==> config.mk <==
export PLATFORM = sky130hd
export DESIGN_NAME = fma_stream_ctrl_flat
export DESIGN_NICKNAME = d
export VERILOG_FILES = /design/src/rtl/fma_stream_ctrl_if.sv /design/src/rtl/fma_stream_ctrl.sv /design/src/flat_wrapper.sv
export SDC_FILE = /design/constraint.sdc
export NUM_CORES = 1
export LEC_CHECK = 0
export CORE_AREA = 2 2 181 183
export DETAILED_ROUTE_END_ITERATION = 10
export DIE_AREA = 0 0 183 185
export HOLD_SLACK_MARGIN = 0.15
export MAX_ROUTING_LAYER = met4
export PLACE_DENSITY = 0.8
export SYNTH_ARGS = -nofsm -noshare
export SYNTH_HDL_FRONTEND = slang
export SYNTH_SLANG_ARGS = --single-unit
==> constraint.sdc <==
create_clock -name clk -period 16.2 [get_ports clk]
set_input_delay 4.05 -clock clk [delete_from_list [all_inputs] [get_ports clk]]
set_output_delay 4.05 -clock clk [all_outputs]
set_load 0.05 [all_outputs]
==> src/rtl/fma_stream_ctrl_if.sv <==
// -----------------------------------------------------------------------------
// fma_stream_ctrl_if
// Stream bundle for fma_stream_ctrl: the operand-triple input stream and the
// result output stream, both valid/ready.
//   in_valid/in_ready     operand triple handshake
//   in_a/in_b/in_c        FP32 operands (result = a*b + c)
//   in_tag                user tag carried with the operation
//   out_valid/out_ready   result handshake
//   out_result/out_tag    FP32 result and its tag
//   out_special           out_result is Inf/NaN (exponent all ones)
// Modports: slave = the adapter, master = the producer/consumer side.
// -----------------------------------------------------------------------------
interface fma_stream_ctrl_if #(
  parameter int TAG_W = 4
) ();
  logic             in_valid;
  logic             in_ready;
  logic [31:0]      in_a;
  logic [31:0]      in_b;
  logic [31:0]      in_c;
  logic [TAG_W-1:0] in_tag;
  logic             out_valid;
  logic             out_ready;
  logic [31:0]      out_result;
  logic [TAG_W-1:0] out_tag;
  logic             out_special;

  modport slave (
    input  in_valid, in_a, in_b, in_c, in_tag, out_ready,
    output in_ready, out_valid, out_result, out_tag, out_special
  );

  modport master (
    output in_valid, in_a, in_b, in_c, in_tag, out_ready,
    input  in_ready, out_valid, out_result, out_tag, out_special
  );
endinterface

==> src/rtl/fma_stream_ctrl.sv <==
// -----------------------------------------------------------------------------
// fma_stream_ctrl
// Valid/ready adapter around a non-stallable FP32 FMA core of fixed latency.
// Operands go straight to the core; a {vld, tag} delay line matched to the core
// latency marks which core outputs belong to accepted operations, and those are
// captured into a show-ahead output FIFO. Credits (in-flight ops + buffered
// results never exceed FIFO_DEPTH) guarantee a capture always finds space.
// Ports:
//   clk, rst        clock (rising edge), asynchronous active-high reset
//   flush           synchronous discard of everything in flight and buffered
//   s               stream bundle (slave modport), see fma_stream_ctrl_if
//   fma_a/b/c       operands to the core (combinational copy of in_a/b/c)
//   fma_result      core result, FMA_LAT edges after the operands
//   occupancy       registered in-flight + buffered count
// -----------------------------------------------------------------------------
module fma_stream_ctrl #(
  parameter int FMA_LAT    = 5,
  parameter int FIFO_DEPTH = 8,
  parameter int TAG_W      = 4
) (
  input  logic                          clk,
  input  logic                          rst,
  input  logic                          flush,
  fma_stream_ctrl_if.slave              s,
  output logic [31:0]                   fma_a,
  output logic [31:0]                   fma_b,
  output logic [31:0]                   fma_c,
  input  logic [31:0]                   fma_result,
  output logic [$clog2(FIFO_DEPTH):0]   occupancy
);

  localparam int PTR_W = $clog2(FIFO_DEPTH);
  localparam int CNT_W = PTR_W + 1;
  localparam logic [CNT_W-1:0] DEPTH_C = CNT_W'(FIFO_DEPTH);

  // Inf/NaN decode: exponent field all ones.
  function automatic logic is_special(input logic [31:0] v);
    return (v[30:23] == 8'hFF);
  endfunction

  // Delay line tracking accepted ops through the core.
  logic [FMA_LAT-1:0] vld_q, vld_d;
  logic [TAG_W-1:0]   dtag_q [FMA_LAT];
  logic [TAG_W-1:0]   dtag_d [FMA_LAT];

  // Output FIFO storage and control.
  logic [31:0]        mem_res_q [FIFO_DEPTH];
  logic [31:0]        mem_res_d [FIFO_DEPTH];
  logic [TAG_W-1:0]   mem_tag_q [FIFO_DEPTH];
  logic [TAG_W-1:0]   mem_tag_d [FIFO_DEPTH];
  logic [PTR_W-1:0]   wr_ptr_q, wr_ptr_d;
  logic [PTR_W-1:0]   rd_ptr_q, rd_ptr_d;
  logic [CNT_W-1:0]   fifo_cnt_q, fifo_cnt_d;
  logic [CNT_W-1:0]   infl_cnt_q, infl_cnt_d;
  logic [CNT_W-1:0]   occ_q, occ_d;

  // Registered output head.
  logic               out_valid_q, out_valid_d;
  logic [31:0]        out_result_q, out_result_d;
  logic [TAG_W-1:0]   out_tag_q, out_tag_d;
  logic               out_special_q, out_special_d;

  logic               in_ready;
  logic               issue;
  logic               push;
  logic               pop;

  // Handshake decode and next-state computation for all tracked state.
  always_comb begin
    // occ_q always equals fifo_cnt_q + infl_cnt_q, so it serves as the credit count.
    in_ready = !flush && (occ_q < DEPTH_C);
    issue    = s.in_valid && in_ready;
    push     = vld_q[FMA_LAT-1] && !flush;
    pop      = (fifo_cnt_q != {CNT_W{1'b0}}) && s.out_ready && !flush;

    // Delay line: tag only loaded for real issues so idle operand buses are ignored.
    dtag_d[0] = issue ? s.in_tag : {TAG_W{1'b0}};
    for (int i = 1; i < FMA_LAT; i++) begin
      dtag_d[i] = dtag_q[i-1];
    end

    // FIFO write: the core output paired with the op leaving the last stage.
    for (int i = 0; i < FIFO_DEPTH; i++) begin
      mem_res_d[i] = (push && (wr_ptr_q == PTR_W'(i))) ? fma_result : mem_res_q[i];
      mem_tag_d[i] = (push && (wr_ptr_q == PTR_W'(i))) ? dtag_q[FMA_LAT-1] : mem_tag_q[i];
    end

    if (flush) begin
      vld_d      = {FMA_LAT{1'b0}};
      wr_ptr_d   = {PTR_W{1'b0}};
      rd_ptr_d   = {PTR_W{1'b0}};
      fifo_cnt_d = {CNT_W{1'b0}};
      infl_cnt_d = {CNT_W{1'b0}};
    end else begin
      vld_d      = {vld_q[FMA_LAT-2:0], issue};
      wr_ptr_d   = push ? (wr_ptr_q + PTR_W'(1)) : wr_ptr_q;
      rd_ptr_d   = pop  ? (rd_ptr_q + PTR_W'(1)) : rd_ptr_q;
      fifo_cnt_d = fifo_cnt_q + CNT_W'(push) - CNT_W'(pop);
      infl_cnt_d = infl_cnt_q + CNT_W'(issue) - CNT_W'(push);
    end

    occ_d       = fifo_cnt_d + infl_cnt_d;
    out_valid_d = (fifo_cnt_d != {CNT_W{1'b0}});

    // Next head: if the entry being written lands exactly at the next read slot
    // (FIFO empty after this cycle's pop), take it from the write data since the
    // memory has not been updated yet. Credits rule out the "full, no pop" alias.
    if (push && (wr_ptr_q == rd_ptr_d)) begin
      out_result_d = fma_result;
      out_tag_d    = dtag_q[FMA_LAT-1];
    end else begin
      out_result_d = mem_res_q[rd_ptr_d];
      out_tag_d    = mem_tag_q[rd_ptr_d];
    end
    out_special_d = is_special(out_result_d);
  end

  // State registers with asynchronous reset.
  always_ff @(posedge clk or posedge rst) begin
    if (rst) begin
      vld_q         <= {FMA_LAT{1'b0}};
      for (int i = 0; i < FMA_LAT; i++) begin
        dtag_q[i] <= {TAG_W{1'b0}};
      end
      for (int i = 0; i < FIFO_DEPTH; i++) begin
        mem_res_q[i] <= 32'h0000_0000;
        mem_tag_q[i] <= {TAG_W{1'b0}};
      end
      wr_ptr_q      <= {PTR_W{1'b0}};
      rd_ptr_q      <= {PTR_W{1'b0}};
      fifo_cnt_q    <= {CNT_W{1'b0}};
      infl_cnt_q    <= {CNT_W{1'b0}};
      occ_q         <= {CNT_W{1'b0}};
      out_valid_q   <= 1'b0;
      out_result_q  <= 32'h0000_0000;
      out_tag_q     <= {TAG_W{1'b0}};
      out_special_q <= 1'b0;
    end else begin
      vld_q         <= vld_d;
      dtag_q        <= dtag_d;
      mem_res_q     <= mem_res_d;
      mem_tag_q     <= mem_tag_d;
      wr_ptr_q      <= wr_ptr_d;
      rd_ptr_q      <= rd_ptr_d;
      fifo_cnt_q    <= fifo_cnt_d;
      infl_cnt_q    <= infl_cnt_d;
      occ_q         <= occ_d;
      out_valid_q   <= out_valid_d;
      out_result_q  <= out_result_d;
      out_tag_q     <= out_tag_d;
      out_special_q <= out_special_d;
    end
  end

  assign fma_a         = s.in_a;
  assign fma_b         = s.in_b;
  assign fma_c         = s.in_c;
  assign s.in_ready    = in_ready;
  assign s.out_valid   = out_valid_q;
  assign s.out_result  = out_result_q;
  assign s.out_tag     = out_tag_q;
  assign s.out_special = out_special_q;
  assign occupancy     = occ_q;

endmodule

==> src/flat_wrapper.sv <==
// flat-port wrapper written by rule: the top's interface ports become plain ports
module fma_stream_ctrl_flat 
#(
  parameter int FMA_LAT    = 5,
  parameter int FIFO_DEPTH = 8,
  parameter int TAG_W      = 4
)
  (clk, rst, flush, fma_a, fma_b, fma_c, fma_result, occupancy, s_in_valid, s_in_a, s_in_b, s_in_c, s_in_tag, s_out_ready, s_in_ready, s_out_valid, s_out_result, s_out_tag, s_out_special);
  fma_stream_ctrl_if #(.TAG_W(TAG_W)) s_i ();
  input  logic clk;
  input  logic rst;
  input  logic flush;
  output logic [31:0] fma_a;
  output logic [31:0] fma_b;
  output logic [31:0] fma_c;
  input  logic [31:0] fma_result;
  output logic [$clog2(FIFO_DEPTH):0] occupancy;
  input wire logic [$bits(s_i.in_valid)-1:0] s_in_valid;
  input wire logic [$bits(s_i.in_a)-1:0] s_in_a;
  input wire logic [$bits(s_i.in_b)-1:0] s_in_b;
  input wire logic [$bits(s_i.in_c)-1:0] s_in_c;
  input wire logic [$bits(s_i.in_tag)-1:0] s_in_tag;
  input wire logic [$bits(s_i.out_ready)-1:0] s_out_ready;
  output wire logic [$bits(s_i.in_ready)-1:0] s_in_ready;
  output wire logic [$bits(s_i.out_valid)-1:0] s_out_valid;
  output wire logic [$bits(s_i.out_result)-1:0] s_out_result;
  output wire logic [$bits(s_i.out_tag)-1:0] s_out_tag;
  output wire logic [$bits(s_i.out_special)-1:0] s_out_special;
  assign s_i.in_valid = s_in_valid;
  assign s_i.in_a = s_in_a;
  assign s_i.in_b = s_in_b;
  assign s_i.in_c = s_in_c;
  assign s_i.in_tag = s_in_tag;
  assign s_i.out_ready = s_out_ready;
  assign s_in_ready = s_i.in_ready;
  assign s_out_valid = s_i.out_valid;
  assign s_out_result = s_i.out_result;
  assign s_out_tag = s_i.out_tag;
  assign s_out_special = s_i.out_special;
  fma_stream_ctrl #(.FMA_LAT(FMA_LAT), .FIFO_DEPTH(FIFO_DEPTH), .TAG_W(TAG_W)) u_core (.clk(clk), .rst(rst), .flush(flush), .s(s_i), .fma_a(fma_a), .fma_b(fma_b), .fma_c(fma_c), .fma_result(fma_result), .occupancy(occupancy));
endmodule
# ---- After elaboration in Yosys (flattened, before gate mapping)
# Index checks and enable logic that the tools add are counted.
dict set report op_classes {
  n_addsub 7
  magnitude_cmp 2
  n_eq_ne 9
  muxes 16
  bitwise 1
  reduce_logical 19
}
# op n
set op_table {}
lappend op_table {{binary-select mux 32 bit (select 3 bit)} 1}
lappend op_table {{2-to-1 mux 32 bit} 3}
lappend op_table {{2-to-1 mux 4 bit} 6}
lappend op_table {{logical AND 1 bit} 14}
lappend op_table {{binary-select mux 4 bit (select 3 bit)} 1}
lappend op_table {{equality test 3 bit (second input constant)} 4}
lappend op_table {{2-to-1 mux 3 bit} 4}
lappend op_table {{adder 4 x 1 -> 4 bit} 2}
lappend op_table {{equality test 8 bit (second input constant)} 1}
lappend op_table {{nonzero test 4 bit} 2}
lappend op_table {{subtractor 4 x 1 -> 4 bit} 2}
lappend op_table {{adder 3 x 1 -> 3 bit (second input constant)} 2}
lappend op_table {{equality test 3 x 2 -> 1 bit (second input constant)} 2}
lappend op_table {{2-to-1 mux 5 bit} 1}
lappend op_table {{adder 4 bit} 1}
lappend op_table {{>= comparator 4 bit (second input constant)} 1}
lappend op_table {{< comparator 4 bit (second input constant)} 1}
lappend op_table {{inverter 3 -> 4 bit} 1}
lappend op_table {{equality test 3 x 1 -> 1 bit (second input constant)} 1}
lappend op_table {{equality test 3 bit} 1}
lappend op_table {{zero test 3 bit} 1}
lappend op_table {{nonzero test 2 bit} 1}
lappend op_table {{zero test 1 bit} 1}
dict set report totals {
  ff_bits 369
  inputBits 137
  out_inout_bits 139
  elab_cells 85
}

# ---- Longest topological paths before layout
# Gate-level depths: netlist of the first run.
dict set report depth {
  ltp_word 11
  ltp_mapped 15
}

# ---- Worst setup path before layout of the first run
# OpenSTA, ideal clock, no wires.
dict set report synth_timing {
  kind {input port to output port}
  start {input port flush}
  end {output port s_in_ready}
  arrival_ns 5.208
  required_ns 12.150
  slack_ns 6.942
  cell_stages 3
  path_buffers 2
  cell_sequence {clkbuf_1 -> clkbuf_1 -> nor2_1}
}
dict set report synth_between {
  elab_chain_cells 2
}
# element line
set synth_rtl {}
lappend synth_rtl {{from (decl)} flat_wrapper.sv:12} ;# input logic flush;
lappend synth_rtl {{zero test 1 bit} fma_stream_ctrl.sv:71} ;# in_ready = !flush && (occ_q < DEPTH_C);
lappend synth_rtl {{logical AND 1 bit} fma_stream_ctrl.sv:71}
lappend synth_rtl {{to (decl)} flat_wrapper.sv:24} ;# output wire logic [$bits(s_i.in_ready)-1:0] s_in_ready;
# No other way between the ends.

# ---- Worst setup path in the final report of the first run
# Ends and elaborated chain as after synthesis.

==> out/qor.txt, run 1 <==
status - complete, no violations
fmax - 100.3 MHz
RSZ-0062 raised after global routing - false
min Tclk post-route - 9.972 ns
sequential-to-total area share from yosys stat - 54.01%
Nets - 1564
startpoint types - primary input
Slew headroom - 21.21%
share of layout cells above drive strength 1 - 27.48%
IO buf count - 83
pin count of the biggest net entering global routing - 153
R2R depth - 12
hold depth - 0
Max clock buf depth - 3
DR iter-0 viols - 784
area share of the largest cell type after synthesis - 54.01%
Clock Pin Slew Worst Setup and Hold Paths - 0.06 ns
Final Cell Area - 0.01862 mm²
Max Slew Vio Count - 0
Worst setup EP type - output pin
Sw Share - 32.38%
detailed placer's ending HPWL - 19730 µm
vias per inst - 5.820
logic gate share of total power - 25.6%
first-pass GRT wire length - 58480 µm
placement row count - 66
Synth Warn # - 0
ANT nets after route - 0
area post-placement - 0.01746 mm²
cts hold-fix bufs - 0
Die X - 183 µm
core box area - 0.03204 mm²
CP arrival - 5.92 ns
detailed-route wire length per cell - 19.66 µm
Worst Hold Class - flop to flop
commonest cells after routing, fill and taps aside - 369 x dfrtp_1, 303 x mux2_2, 238 x nand2_1
ys flop type - dfrtp_1
Hold Slack - 0.3455 ns
CTS resizes - 0
Peak VDD IR - 0.0001206 V
most common cell after layout, fill and taps aside - dfrtp_1
TritonCTS clock tree - built
Req. time, crit path - 12.15 ns
clock power share - 33.2%
Yosys reg bits - 369
Static Leak - 0.008933 µW
GRT Total Usage - 22.31%
Power, Total - 2469 µW
Antenna Cells - 0
die area - 0.03386 mm²
Ports - 276
clock latency on the worst-skew pair - 0.53 ns
initial antenna violation count - 0
Post-Syn Area - 0.01710 mm²
Sink Count - 369
fraction of registers with async set/reset - 100.0%
sequential cell fraction of total power - 41.1%
htree depth - 2
Int Pwr - 1669 µW
Synth cell types - 56
Post-Syn Nets - 1611
Avg Inst Size Synth - 11.77 µm²
gpl congestion - 0.7449
worst slew pin tran - 1.178 ns
area leader, netlist - dfrtp_1
Root Buffer - clkbuf_16
CTS Buf Count - 37
Cells after Synth - 1452
via count - 10700
placed cell count - 1774
NetSw - 799.3 µW
crit path kind - primary input to output pin
EDFF count, synth - 0
# fillers - 2585
Fin. Hold Viols - 0
grt ovf - 0
Die Span Y - 185 µm
Critical Path Fanout Max - 27
drt drc - 0
drt total wl - 36130 µm
# setup viols final - 0
starting density of the core - 53.35%
Worst Skew - 0.01774 ns
final worst path period share - 61.56%
DRT Pass-1 Iters - 4
Max Cap Violations - 0
synthesis-to-finish area growth - 8.893%
setup bufs post-CTS - 0
Fin Setup TNS - 0 ns
vias in the first global route - 11190
final std cells w/o fill - 1838
leading cell types by total area after synthesis - dfrtp_1 54%, mux2_2 20%, nand2_1 5.3%
Power Density - 132.6 mW/mm²
sequential cells by signal, summed over array words and instances (netlist names):
name	cells
u_core.mem_res_q	256
u_core.mem_tag_q	32
u_core.s.out_result	32
u_core.dtag_d	16
u_core.vld_q	5
u_core.dtag_q	4
u_core.fifo_cnt_q	4
u_core.infl_cnt_q	4
u_core.occupancy	4
u_core.s.out_tag	4
u_core.rd_ptr_q	3
u_core.wr_ptr_q	3
u_core.s.out_special	1
u_core.s.out_valid	1
cells by family after synthesis:
group | share of synthesized area [%]
DFF | 54.01
xor gates and xnor gates | 0.6587
muxes | 21.03
and+or+nand+nor | 10.58
buffers and inverters | 6.997
AOI/OAI and AO/OA | 4.977
adders and majority gates | 1.742
worst max-delay path, cell delays in order:
cell and delay (ns):
clkdlybuf4s50_1 0.40, buf_4 0.22, nor2_1 0.36, clkdlybuf4s50_1 0.88
layout make-up:
class | count | area (µm²) | share of cell area, %
sequential | 369 | 9234 | 49.60
clock inverter | 8 | 72.57 | 0.3898
clock buffer | 56 | 1087 | 5.841
inverter | 19 | 83.83 | 0.4503
multi-input combinational | 882 | 6699 | 35.99
tap | 408 | 510.5 | 2.742
timing repair buffer | 96 | 928.4 | 4.987
worst paths after layout:
path | endpoint | slack (ns) | start
worst max-delay path | s_in_ready | 6.23 | flush
worst max register to register | u_core.s.out_special | 11.30 | u_core.fifo_cnt_q[2]
max in group asynchronous | u_core.s.out_result[20] | 9.51 | rst
worst min register to register | u_core.dtag_d[6] | 0.35 | u_core.dtag_d[10]
min in group asynchronous | u_core.dtag_d[7] | 4.15 | rst
worst min-delay path | u_core.dtag_d[6] | 0.35 | u_core.dtag_d[10]
per-stage QoR:
stage / setup slack (ns) / utilization (%)
after floorplan: 1.904 / -
after global placement: 6.263 / 54.48
after detailed placement: 6.235 / 54.48
after CTS: 6.223 / 58.10
after global routing: 6.107 / 58.10
final: 6.228 / 58.10
routing by layer:
layer	part of all wire [%]	global-route usage (%)	vias up	wire length [µm]
li1	-	-	4837	-
met1	44	28.63	5484	15880
met2	49	37.20	305	17800
met3	4.8	3.303	71	1726
met4	2.0	6.432	0	718
met5	0	-	-	0
cell usage after synthesis (all sizes together), types with 4 or more instances:
cell type	n
and3	35
dfrtp	369
a311oi	28
nor2b	10
ha	19
buf	135
inv	19
clkbuf	47
nand2	240
nor3	4
xor2	4
nor2	41
nand3	62
a21oi	31
mux2	303
o21ai	7
xnor2	8
a31oi	28
mux2i	16
power groups by stage:
stage               clock [µW]  combinational (µW)  sequential (µW)
global placement             0                 625             1030
floorplan                    0                 374             1170
detailed placement           0                 633             1030
CTS                        837                 637             1020
global route               873                 680             1020
finish                     821                 632             1020
Note: power is estimated with default switching activity, not from simulation.
==> run 2: changes to the inputs <==
- CORE_AREA: 2 2 181 183 -> 2 2 190 192
- DIE_AREA: 0 0 183 185 -> 0 0 192 194
- PLACE_DENSITY: 0.8 -> 0.77
- clock period: 16.2 -> 8 ns (I/O delays scaled with it)
==> run 2 against run 1 <==
Net effect:
- the run now fails in detailed routing
- area after synthesis unchanged
- global-route usage decreased by 1.6 points
- synthesized cell count stayed put
==> out/qor.txt, run 2 <==
Post-Syn Nets - 1611 (unchanged)
area share of the largest cell type after synthesis - 54.01% (unchanged)
leading cell types by total area after synthesis - dfrtp_1 54%, mux2_2 20%, nand2_1 5.3%
multiplexer area fraction after synthesis - 21.03% (unchanged)
Ports - 276 (unchanged)
fraction of registers with async set/reset - 100.0% (unchanged)
Post-Synth Simple-Gate Area - 10.58% (unchanged)
CTS Buf Count - 39 (+5.4%)
CTS resizes - 0 (unchanged)
GRT Total Usage - 20.68% (-1.6 points)
most frequent cell after synthesis - dfrtp_1
cts hold-fix bufs - 0 (unchanged)
XOR/XNOR Fraction of Synth Area - 0.6587% (unchanged)
Synth Area in Compound Gates - 4.977% (unchanged)
EDFF count, synth - 0 (unchanged)
Avg Inst Size Synth - 11.77 µm² (unchanged)
setup bufs post-CTS - 0 (unchanged)
grt ovf - 0 (unchanged)
first-pass GRT wire length - 60020 µm (+2.6%)
sequential-to-total area share from yosys stat - 54.01% (unchanged)
Die Span Y - 194 µm (+4.9%)
Max clock buf depth - 3 (unchanged)
Post-Syn Area - 0.01710 mm² (unchanged)
Cells after Synth - 1452 (unchanged)
Log Error - [ERROR DRT-0255] Maze Route cannot find path of net s_in_b[18] in worker of routeBox ( 144900 96600 ) ( 192000 144900 ).
detailed placer's ending HPWL - 20910 µm (+6.0%)
gpl congestion - 0.7808 (+4.8%)
Sink Count - 369 (unchanged)
ys flop type - dfrtp_1
area leader, netlist - dfrtp_1
vias in the first global route - 11190 (-0.054%)
largest family of logic cells by synthesized area - multiplexers
last step reached - detailed routing
IO buf count - 83 (unchanged)
initial antenna violation count - 0 (unchanged)
htree depth - 2 (unchanged)
Root Buffer - clkbuf_16
starting density of the core - 48.53% (-4.8 points)
Synth Warn # - 0 (unchanged)
adder-cell share of the synthesized area - 1.742% (unchanged)
Yosys reg bits - 369 (unchanged)
Synth cell types - 56 (unchanged)
top post-synthesis cells by count - 369 x dfrtp_1, 303 x mux2_2, 240 x nand2_1
status - stopped before the end
pin count of the biggest net entering global routing - 153 (unchanged)
Die X - 192 µm (+4.9%)
placement row count - 69 (+4.5%)
==> run 2: cell families after synthesis <==
family	after synthesis
AOI/OAI and AO/OA	120
DFF	369
muxes	320
xor gates and xnor gates	12
and+or+nand+nor	408
buffers and inverters	201
adders and majority gates	22
==> run 2: per-layer routing <==
metal and global-route usage, %:
met4 6.079, met5 -, met1 27.69, met2 32.46, met3 3.511
==> run 2: per-stage QoR <==
stage          util, %  hold WS (ns)  setup slack (ns)  instance area [µm²]  cells
4_1_cts          53.29        0.3489             1.960                18770   1900
2_1_floorplan        -        0.3312             1.048                17100   1452
3_5_place_dp     49.88        0.3358             1.873                17570   1832
5_1_grt          53.29        0.3611             1.827                18770   1900
3_3_place_gp     49.88        0.3344             1.969                17570   1832
==> run 3: changes to the inputs <==
- CORE_AREA: 2 2 190 192 -> 2 2 210 212
- DIE_AREA: 0 0 192 194 -> 0 0 212 214
- HOLD_SLACK_MARGIN: 0.15 -> not set
- MAX_ROUTING_LAYER: met4 -> not set
- PLACE_DENSITY: 0.77 -> not set
- PLACE_DENSITY_LB_ADDON: not set -> 0.15
- clock period: 8 -> 10.4 ns (I/O delays scaled with it)
==> run 3 against run 2 <==
Net effect:
- the flow now finishes without violations
- global-route usage is 2.5 points lower
==> out/qor.txt, run 3 (same netlist as run 1, synthesis figures left out) <==
first-pass GRT wire length - 64390 µm (+7.3%)
DRT Pass-1 Iters - 5
flop2flop setup slack - 5.42 ns
placed cell count - 1954 (+6.7%)
synthesis-to-finish area growth - 12.47%
Power, Total - 4151 µW
Largest register FFs - 256
# fillers - 3994
Req. time, crit path - 7.80 ns
Nets - 1573
initial antenna violation count - 0 (unchanged)
placement row count - 76 (+10%)
Die Span Y - 214 µm (+10%)
worst r2r src - u_core.fifo_cnt_q[2]
IO buf count - 83 (unchanged)
RSZ-0062 raised after global routing - false
R2R depth - 12
Sink Count - 369 (unchanged)
min Tclk post-route - 7.030 ns
vias per inst - 5.281
status - complete, no violations
Worst Hold Class - flop to flop
core box area - 0.04289 mm²
final worst path period share - 67.59%
worst slew pin tran - 1.066 ns
Worst path max stage delay - 0.87 ns
CP delay by family, top - buffers and inverters
crit path kind - primary input to output pin
Worst setup endpoint - s_in_ready
Critical Path Start - flush
htree depth - 2 (unchanged)
utilization after layout - 44.83%
Power Density - 215.9 mW/mm²
Antenna Cells - 0
Die X - 212 µm (+10%)
crit path cell chain - clkdlybuf4s50_1, buf_4, nor2_1, clkdlybuf4s50_1
Fin. Hold Viols - 0
share of layout cells above drive strength 1 - 28.78%
# setup viols final - 0
Top cell by count, worst path - clkdlybuf4s50_1
Worst setup EP type - output pin
clock latency on the worst-skew pair - 0.57 ns
Largest Register - u_core.mem_res_q
commonest cells after routing, fill and taps aside - 369 x dfrtp_1, 303 x mux2_2, 238 x nand2_1
Worst Skew - 0.01802 ns
die area - 0.04537 mm²
CP bufs+invs - 3
Max clock buf depth - 3 (unchanged)
starting density of the core - 39.86% (-8.7 points)
final std cells w/o fill - 2034
gpl congestion - 0.7228 (-7.4%)
Peak VDD IR - 0.0001570 V
Slowest-stage cell, CP - clkdlybuf4s50_1
CTS Buf Count - 43 (+10%)
Slew headroom - 28.96%
CTS resizes - 0 (unchanged)
detailed placer's ending HPWL - 21280 µm (+1.8%)
Clock Pin Slew Worst Setup and Hold Paths - 0.06 ns
pin count of the biggest net entering global routing - 154 (+0.65%)
GRT Total Usage - 18.18% (-2.5 points)
Max Slew Vio Count - 0
setup bufs post-CTS - 0 (unchanged)
Fin Setup TNS - 0 ns
CP arrival - 4.43 ns
grt ovf - 0 (unchanged)
detailed-route wire length per cell - 19.98 µm
fmax - 142.3 MHz
startpoint types - primary input
via count - 10740
CP Depth - 4
TritonCTS clock tree - built
Max Cap Violations - 0
ANT nets after route - 0
drt drc - 0
most common cell after layout, fill and taps aside - dfrtp_1
DR iter-0 viols - 799
Critical Path Fanout Max - 27
Ports - 276 (unchanged)
FF-to-FF End - u_core.s.out_special
drt total wl - 40640 µm
cts hold-fix bufs - 0 (unchanged)
Root Buffer - clkbuf_16
Static Leak - 0.009128 µW
vias in the first global route - 11070 (-1.1%)
-- run 3: per-stage QoR --
| stage | setup WS, ns | hold slack [ns] | area [µm²] |
|---|---|---|---|
| floorplan | 2.848 | 0.3312 | 17100 |
| global placement | 3.245 | 0.3351 | 17740 |
| detailed placement | 3.139 | 0.3356 | 17740 |
| CTS | 3.355 | 0.3464 | 19230 |
| global route | 3.233 | 0.3545 | 19230 |
| finish | 3.370 | 0.3461 | 19230 |
-- run 3: layer usage --
metal  share of wire (%)  track usage (%)  vias to the layer above
li1                    -                -                     4869
met1                  47            25.46                     5529
met2                  46            28.38                      287
met3                 5.0            3.812                       57
met4                 2.1            5.376                        0
met5                   0                0                        -
-- run 3: final cells by class --
type / count / area (µm²) / area share, %
inverter: 19 / 80.08 / 0.4165
clock inverter: 19 / 210.2 / 1.093
multi-input combinational: 882 / 6721 / 34.96
tap: 585 / 732.0 / 3.807
timing repair buffer: 99 / 975.9 / 5.076
sequential: 369 / 9234 / 48.02
clock buffer: 61 / 1274 / 6.625
-- run 3: worst min-delay path by stage --
stage                                  from  cells past startpoint                 to  slack, ns
after floorplan            u_core.dtag_d[4]                      0   u_core.dtag_d[0]       0.33
after global placement     u_core.dtag_d[6]                      0   u_core.dtag_d[2]       0.34
after detailed placement  u_core.dtag_d[15]                      0  u_core.dtag_d[11]       0.34
after CTS                 u_core.dtag_d[15]                      0  u_core.dtag_d[11]       0.35
after global routing       u_core.dtag_d[7]                      0   u_core.dtag_d[3]       0.35
final                     u_core.dtag_d[15]                      0  u_core.dtag_d[11]       0.35
-- run 3: worst register-to-register path, delay by kind of cell, from the launching register on --
| family | cells | cell delay (ns) |
|---|---|---|
| buffers and inverters | 3 | 1.03 |
| AOI/OAI and AO/OA | 2 | 1.19 |
| adders and majority gates | 1 | 0.22 |
| and+or+nand+nor | 4 | 1.58 |
| DFF | 1 | 0.36 |
| muxes | 2 | 0.48 |
-- run 3: where the power goes --
part	internal [µW]	total, µW	switching (µW)
combinational	320	994	675
sequential	1540	1590	51.3
clock	954	1570	614
